$ cat src/rtl/doublepulse_sequencer_pkg.sv
// rtl/doublepulse_sequencer_pkg.sv - shared state encodings for the double-pulse sequencer
package doublepulse_sequencer_pkg;

    typedef logic [1:0] state_t;

    localparam state_t ST_IDLE     = 2'd0;
    localparam state_t ST_RUN      = 2'd1;
    localparam state_t ST_COOLDOWN = 2'd2;

endpackage

$ cat src/rtl/doublepulse_sequencer_oneshot_counter.sv
// rtl/doublepulse_sequencer_oneshot_counter.sv - saturating one-shot counter, parked at all-ones when idle
module oneshot_counter #(
    parameter int bitwidth = 32
) (
    input  logic                clock,
    input  logic                reset,
    input  logic                clear,
    input  logic                park,
    input  logic                enable,
    input  logic [bitwidth-1:0] limit,
    output logic [bitwidth-1:0] count,
    output logic                at_limit
);

    // Park value is all-ones so the downstream gate sees no pulse window.
    always_ff @(posedge clock) begin
        if (reset || park) begin
            count <= '1;
        end else if (clear) begin
            count <= '0;
        end else if (enable && (count < limit)) begin
            count <= count + bitwidth'(1);
        end
    end

    assign at_limit = (count == limit);

endmodule

$ cat src/rtl/doublepulse_sequencer.sv
// rtl/doublepulse_sequencer.sv - start-triggered prescaled one-shot counter with tick shadowing and cooldown
module doublepulse_sequencer
    import doublepulse_sequencer_pkg::*;
#(
    parameter int bitwidth       = 32,
    parameter int prescale_width = 16,
    parameter int cooldown_width = 32
) (
    input  logic                      clock,
    input  logic                      reset,
    input  logic                      start,
    input  logic                      abort,
    input  logic [prescale_width-1:0] prescale,
    input  logic [cooldown_width-1:0] cooldown_ticks,
    input  logic [bitwidth-1:0]       tick_on1,
    input  logic [bitwidth-1:0]       tick_off1,
    input  logic [bitwidth-1:0]       tick_on2,
    input  logic [bitwidth-1:0]       tick_off2,
    input  logic [bitwidth-1:0]       tick_end,
    output logic [bitwidth-1:0]       counter,
    output logic [bitwidth-1:0]       tick_on1_q,
    output logic [bitwidth-1:0]       tick_off1_q,
    output logic [bitwidth-1:0]       tick_on2_q,
    output logic [bitwidth-1:0]       tick_off2_q,
    output logic                      busy,
    output logic                      done,
    output logic                      aborted,
    output logic                      start_rejected,
    output logic                      config_error
);

    state_t                    state;
    logic                      start_d;
    logic                      start_edge;
    logic                      cfg_valid;
    logic                      accept;
    logic                      in_run;
    logic                      wrap;
    logic                      cnt_at_end;
    logic                      cnt_park;
    logic                      cnt_enable;
    logic [bitwidth-1:0]       end_q;
    logic [prescale_width-1:0] prescale_q;
    logic [prescale_width-1:0] pre_cnt;
    logic [cooldown_width-1:0] cooldown_q;
    logic [cooldown_width-1:0] cool_cnt;

    assign start_edge = start & ~start_d;
    assign cfg_valid  = (tick_on1 < tick_off1) && (tick_off1 <= tick_on2) &&
                        (tick_on2 < tick_off2) && (tick_off2 <= tick_end) &&
                        (tick_end != '1);
    assign accept     = (state == ST_IDLE) && start_edge && cfg_valid;
    assign in_run     = (state == ST_RUN);
    assign wrap       = (pre_cnt == prescale_q);
    // The final value is held for a full prescale period before the shot ends.
    assign cnt_park   = in_run && (abort || (wrap && cnt_at_end));
    assign cnt_enable = in_run && wrap;
    assign busy       = (state == ST_RUN) || (state == ST_COOLDOWN);

    oneshot_counter #(
        .bitwidth(bitwidth)
    ) u_count (
        .clock    (clock),
        .reset    (reset),
        .clear    (accept),
        .park     (cnt_park),
        .enable   (cnt_enable),
        .limit    (end_q),
        .count    (counter),
        .at_limit (cnt_at_end)
    );

    always_ff @(posedge clock) begin
        if (reset) begin
            state          <= ST_IDLE;
            start_d        <= start;
            end_q          <= '0;
            prescale_q     <= '0;
            cooldown_q     <= '0;
            pre_cnt        <= '0;
            cool_cnt       <= '0;
            tick_on1_q     <= '0;
            tick_off1_q    <= '0;
            tick_on2_q     <= '0;
            tick_off2_q    <= '0;
            done           <= 1'b0;
            aborted        <= 1'b0;
            start_rejected <= 1'b0;
            config_error   <= 1'b0;
        end else begin
            start_d        <= start;
            done           <= 1'b0;
            aborted        <= 1'b0;
            start_rejected <= start_edge && !accept;
            case (state)
                ST_IDLE: begin
                    if (start_edge) begin
                        if (cfg_valid) begin
                            state        <= ST_RUN;
                            pre_cnt      <= '0;
                            end_q        <= tick_end;
                            prescale_q   <= prescale;
                            cooldown_q   <= cooldown_ticks;
                            tick_on1_q   <= tick_on1;
                            tick_off1_q  <= tick_off1;
                            tick_on2_q   <= tick_on2;
                            tick_off2_q  <= tick_off2;
                            config_error <= 1'b0;
                        end else begin
                            config_error <= 1'b1;
                        end
                    end
                end
                ST_RUN: begin
                    if (abort) begin
                        state    <= ST_COOLDOWN;
                        cool_cnt <= cooldown_q;
                        aborted  <= 1'b1;
                    end else if (wrap) begin
                        pre_cnt <= '0;
                        if (cnt_at_end) begin
                            state    <= ST_COOLDOWN;
                            cool_cnt <= cooldown_q;
                            done     <= 1'b1;
                        end
                    end else begin
                        pre_cnt <= pre_cnt + prescale_width'(1);
                    end
                end
                ST_COOLDOWN: begin
                    // A zero cooldown still spends one cycle here.
                    if (cool_cnt <= cooldown_width'(1)) begin
                        state <= ST_IDLE;
                    end else begin
                        cool_cnt <= cool_cnt - cooldown_width'(1);
                    end
                end
                default: state <= ST_IDLE;
            endcase
        end
    end

endmodule
$ cat config.mk
export PLATFORM = sky130hd
export DESIGN_NAME = doublepulse_sequencer
export DESIGN_NICKNAME = d
export VERILOG_FILES = /design/src/rtl/doublepulse_sequencer_pkg.sv /design/src/rtl/doublepulse_sequencer_oneshot_counter.sv /design/src/rtl/doublepulse_sequencer.sv
export SDC_FILE = /design/constraint.sdc
export NUM_CORES = 1
export LEC_CHECK = 0
export CORE_MARGIN = 8
export CORE_UTILIZATION = 50
export DETAILED_ROUTE_END_ITERATION = 10
export PLACE_DENSITY_LB_ADDON = 0.3
export RECOVER_POWER = 100
export SYNTH_ARGS = -nofsm -noshare
export SYNTH_HDL_FRONTEND = slang
export SYNTH_SLANG_ARGS = --single-unit
export TNS_END_PERCENT = 100
$ cat constraint.sdc
create_clock -name clock -period 4.2 [get_ports clock]
set_clock_uncertainty 0.1 [all_clocks]
set_input_delay 0.84 -clock clock [delete_from_list [all_inputs] [get_ports clock]]
set_output_delay 0.84 -clock clock [all_outputs]
set_load 0.03 [all_outputs]
==> qor.txt <==
===========================================================================
Result of the run                                              finished clean
Fill cell total of the finished layout                                 2515
Sequential cell area fraction in the yosys report                    0.3609
Final total negative setup slack                                       0 ns
Synthesized cell area                                            16370 um^2
CP endpoint kind                                                  flip-flop
Post-Synthesis Cells                                                   1930
Final weighted congestion in routability-driven placement            0.8965
Worst Path Arrival                                                  4.32 ns
Worst Path Required                                                 4.46 ns
Commonest cells after routing, fill and taps aside             dfxtp_1 (295), nor2_1 (276), mux2i_1 (212)
Cell types with the largest area share after synthesis         dfxtp_1 (36%), mux2i_1 (13%), ha_1 (13%)
Total Power                                                        7.186 mW
Internal power component                                           5.233 mW
Global-route usage over all layers                                   0.2777
Worst max-slew margin expressed relative to the limit               0.08736
Largest fanout on the critical path                                      14
Total area of multi-input combinational cells                     9407 um^2
Endpoints failing hold                                                    0
Static power due to leakage                                        11.32 nW
Max Transition Viols Final                                                0
Clock root cell                                                   clkbuf_16
Drt pass-1 iters                                                          5
Critical Path Start Type                                         input port
Initial detailed-routing violation count                                991
Clock tree from TritonCTS                                               yes
Detailed-route via count                                              15830
Die width                                                          196.9 um
Share of the synthesized area in the top cell type                   0.3609
Net Sw Frac                                                          0.2717
Distinct cells, synth                                                    66
CTS clk-pin slew, worst paths                                       0.06 ns
Kind of critical path                                          input port to flip-flop
Final routed wire length divided by cell count                     19.60 um
Maximum buffer depth of the clock tree                                    3
Post-synth ARST share                                                     0
# diodes                                                                  0
Global-route wire length before repair                             87130 um
Transition at the pin with the smallest max-transition slack       1.356 ns
Starting utilization of the core area                                0.5056
Synth area leader                                                   dfxtp_1
Period utilization                                                   0.9683
Pwr per Cell Area                                              318.5 nW/um^2
WHS                                                               0.3830 ns
Synthesis Warnings                                                        0
Largest net degree at the start of global routing                        99
Count of input and output buffers                                       376
Clock Latency Late Sink                                             0.50 ns
Combinational cell fraction of total power                            0.179
# H-tree levels                                                           2
Synthesis-to-finish area growth                                      37.85%
Part of the power in registers                                        0.405
Core footprint                                                   32370 um^2
I/O pin total                                                           377
Setup repair after global routing missed its margin                     yes
Syn Area/Cell                                                    8.480 um^2
Number of global-route vias before repair                             15910
EDFF count, synth                                                         0
Post-detailed-route count of antenna-violating nets                       0
Site row count                                                           66
Register area                                                     5906 um^2
Flip-flop and latch count after synthesis                               295
Overall die height                                                 196.9 um
Inserted Clock Buffers                                                   35
Maximum clock frequency                                           245.9 MHz
Worst min-delay path class                                     flip-flop to flip-flop
DRC errors left                                                           0
Net switching component of the power                               1.952 mW
Share of total power in the clock network                             0.416
Net count of the finished layout                                       2751
Total overflow reported by the global router                              0
Die area                                                         38780 um^2
Max-cap violations                                                        0
Proportion of layout cells with a drive suffix above 1              0.08212
Total detailed-routing wirelength                                  55690 um
Hold buffer count at cts                                                  0
VDD IR max                                                        0.3161 mV
Initial antenna violation count                                           4
Sink count of the clock tree                                            295
Via density                                                           5.573
Final setup violation count                                               0
Final HPWL DP                                                      43030 um
Ys flop type                                                        dfxtp_1
Most common cell after layout, fill and taps aside                  dfxtp_1
Final worst path period need                                       4.067 ns
Net count after synthesis                                              2307
===========================================================================
[cell usage after synthesis (all sizes together), types with 21 or more instances]
master	count
inv	193
a21o	21
nand2	119
a21oi	105
buf	29
o21ai	89
nor4	21
nand4	52
nor2	276
nand3	28
clkbuf	65
dfxtp	295
xnor2	30
ha	165
mux2i	212
[power by group through the flow]
stage	clock network, mW	logic (mW)	registers [mW]
finish	2.99	1.29	2.91
global route	3.15	1.40	2.92
CTS	3.03	1.29	2.91
global placement	0	1.23	2.97
detailed placement	0	1.27	2.97
floorplan	0	0.592	3.03
[per-layer routing]
layer	routed length, um	up-vias	track usage
met2	26870	538	0.4793
li1	-	7643	-
met4	1730	8	0.08470
met5	47	-	0
met1	22660	7532	0.3313
met3	4379	112	0.07778
[registers in the layout, summed over array words and instances, names as in the netlist, 32 cells and up]
| name | flops |
|---|---|
| end_q | 32 |
| tick_off1_q | 32 |
| cooldown_q | 32 |
| cool_cnt | 32 |
| tick_off2_q | 32 |
| u_count.count | 32 |
| tick_on2_q | 32 |
| tick_on1_q | 32 |
[worst paths after layout]
path         slack [ns]                end          from  cells after the start
min reg2reg        0.38        cool_cnt[7]   cool_cnt[7]                      2
min                0.38        cool_cnt[7]   cool_cnt[7]                      2
max reg2reg        0.30  u_count.count[31]    pre_cnt[6]                      7
max                0.13    tick_off2_q[22]  tick_off1[0]                     16
[logic make-up after synthesis]
logic type	count (synthesis)	synth area share
simple gates	585	0.1630
mux	212	0.1297
compound gates	355	0.1375
fa+ha+maj	165	0.1261
xor+xnor	30	0.01605
flops	295	0.3609
buf+inv	288	0.06682
[critical path, cell delays in order]
cell and delay (ns):
clkdlybuf4s50_1 0.56, inv_1 0.07, ha_1 0.29, nand4_1 0.15
nor4_4 0.28, buf_4 0.16, nand2_1 0.06, a2111o_1 0.44
a2111oi_4 0.39, buf_4 0.17, nand4_1 0.08, buf_4 0.18
buf_4 0.17, buf_12 0.16, mux2i_1 0.23, nor2_1 0.07
[cell type report]
| class | count | share of cell area |
|---|---|---|
| Sequential cell | 295 | 0.2618 |
| Clock buffer | 53 | 0.04636 |
| Inverter | 194 | 0.03228 |
| Tap cell | 442 | 0.02451 |
| Clock inverter | 9 | 0.003549 |
| Multi-Input combinational cell | 1347 | 0.4169 |
| Timing Repair Buffer | 501 | 0.2146 |
[per-stage QoR]
stage / instances / setup slack [ns] / area (um^2) / util
floorplan: 1930 / 0.5369 / 16370 / -
finish: 2841 / 0.1333 / 22560 / 0.6969
detailed placement: 2777 / -0.4293 / 21390 / 0.6608
global placement: 2777 / -0.3108 / 21390 / 0.6608
CTS: 2839 / 0.08096 / 22520 / 0.6956
global route: 2841 / -0.007501 / 22560 / 0.6969
[what timing repair did]
action | in CTS | in global routing
setup endpoints to repair | 0 | 181
resized for setup | 0 | 5
buffers inserted | 0 | 1
Power figures use the tool's default switching activity.
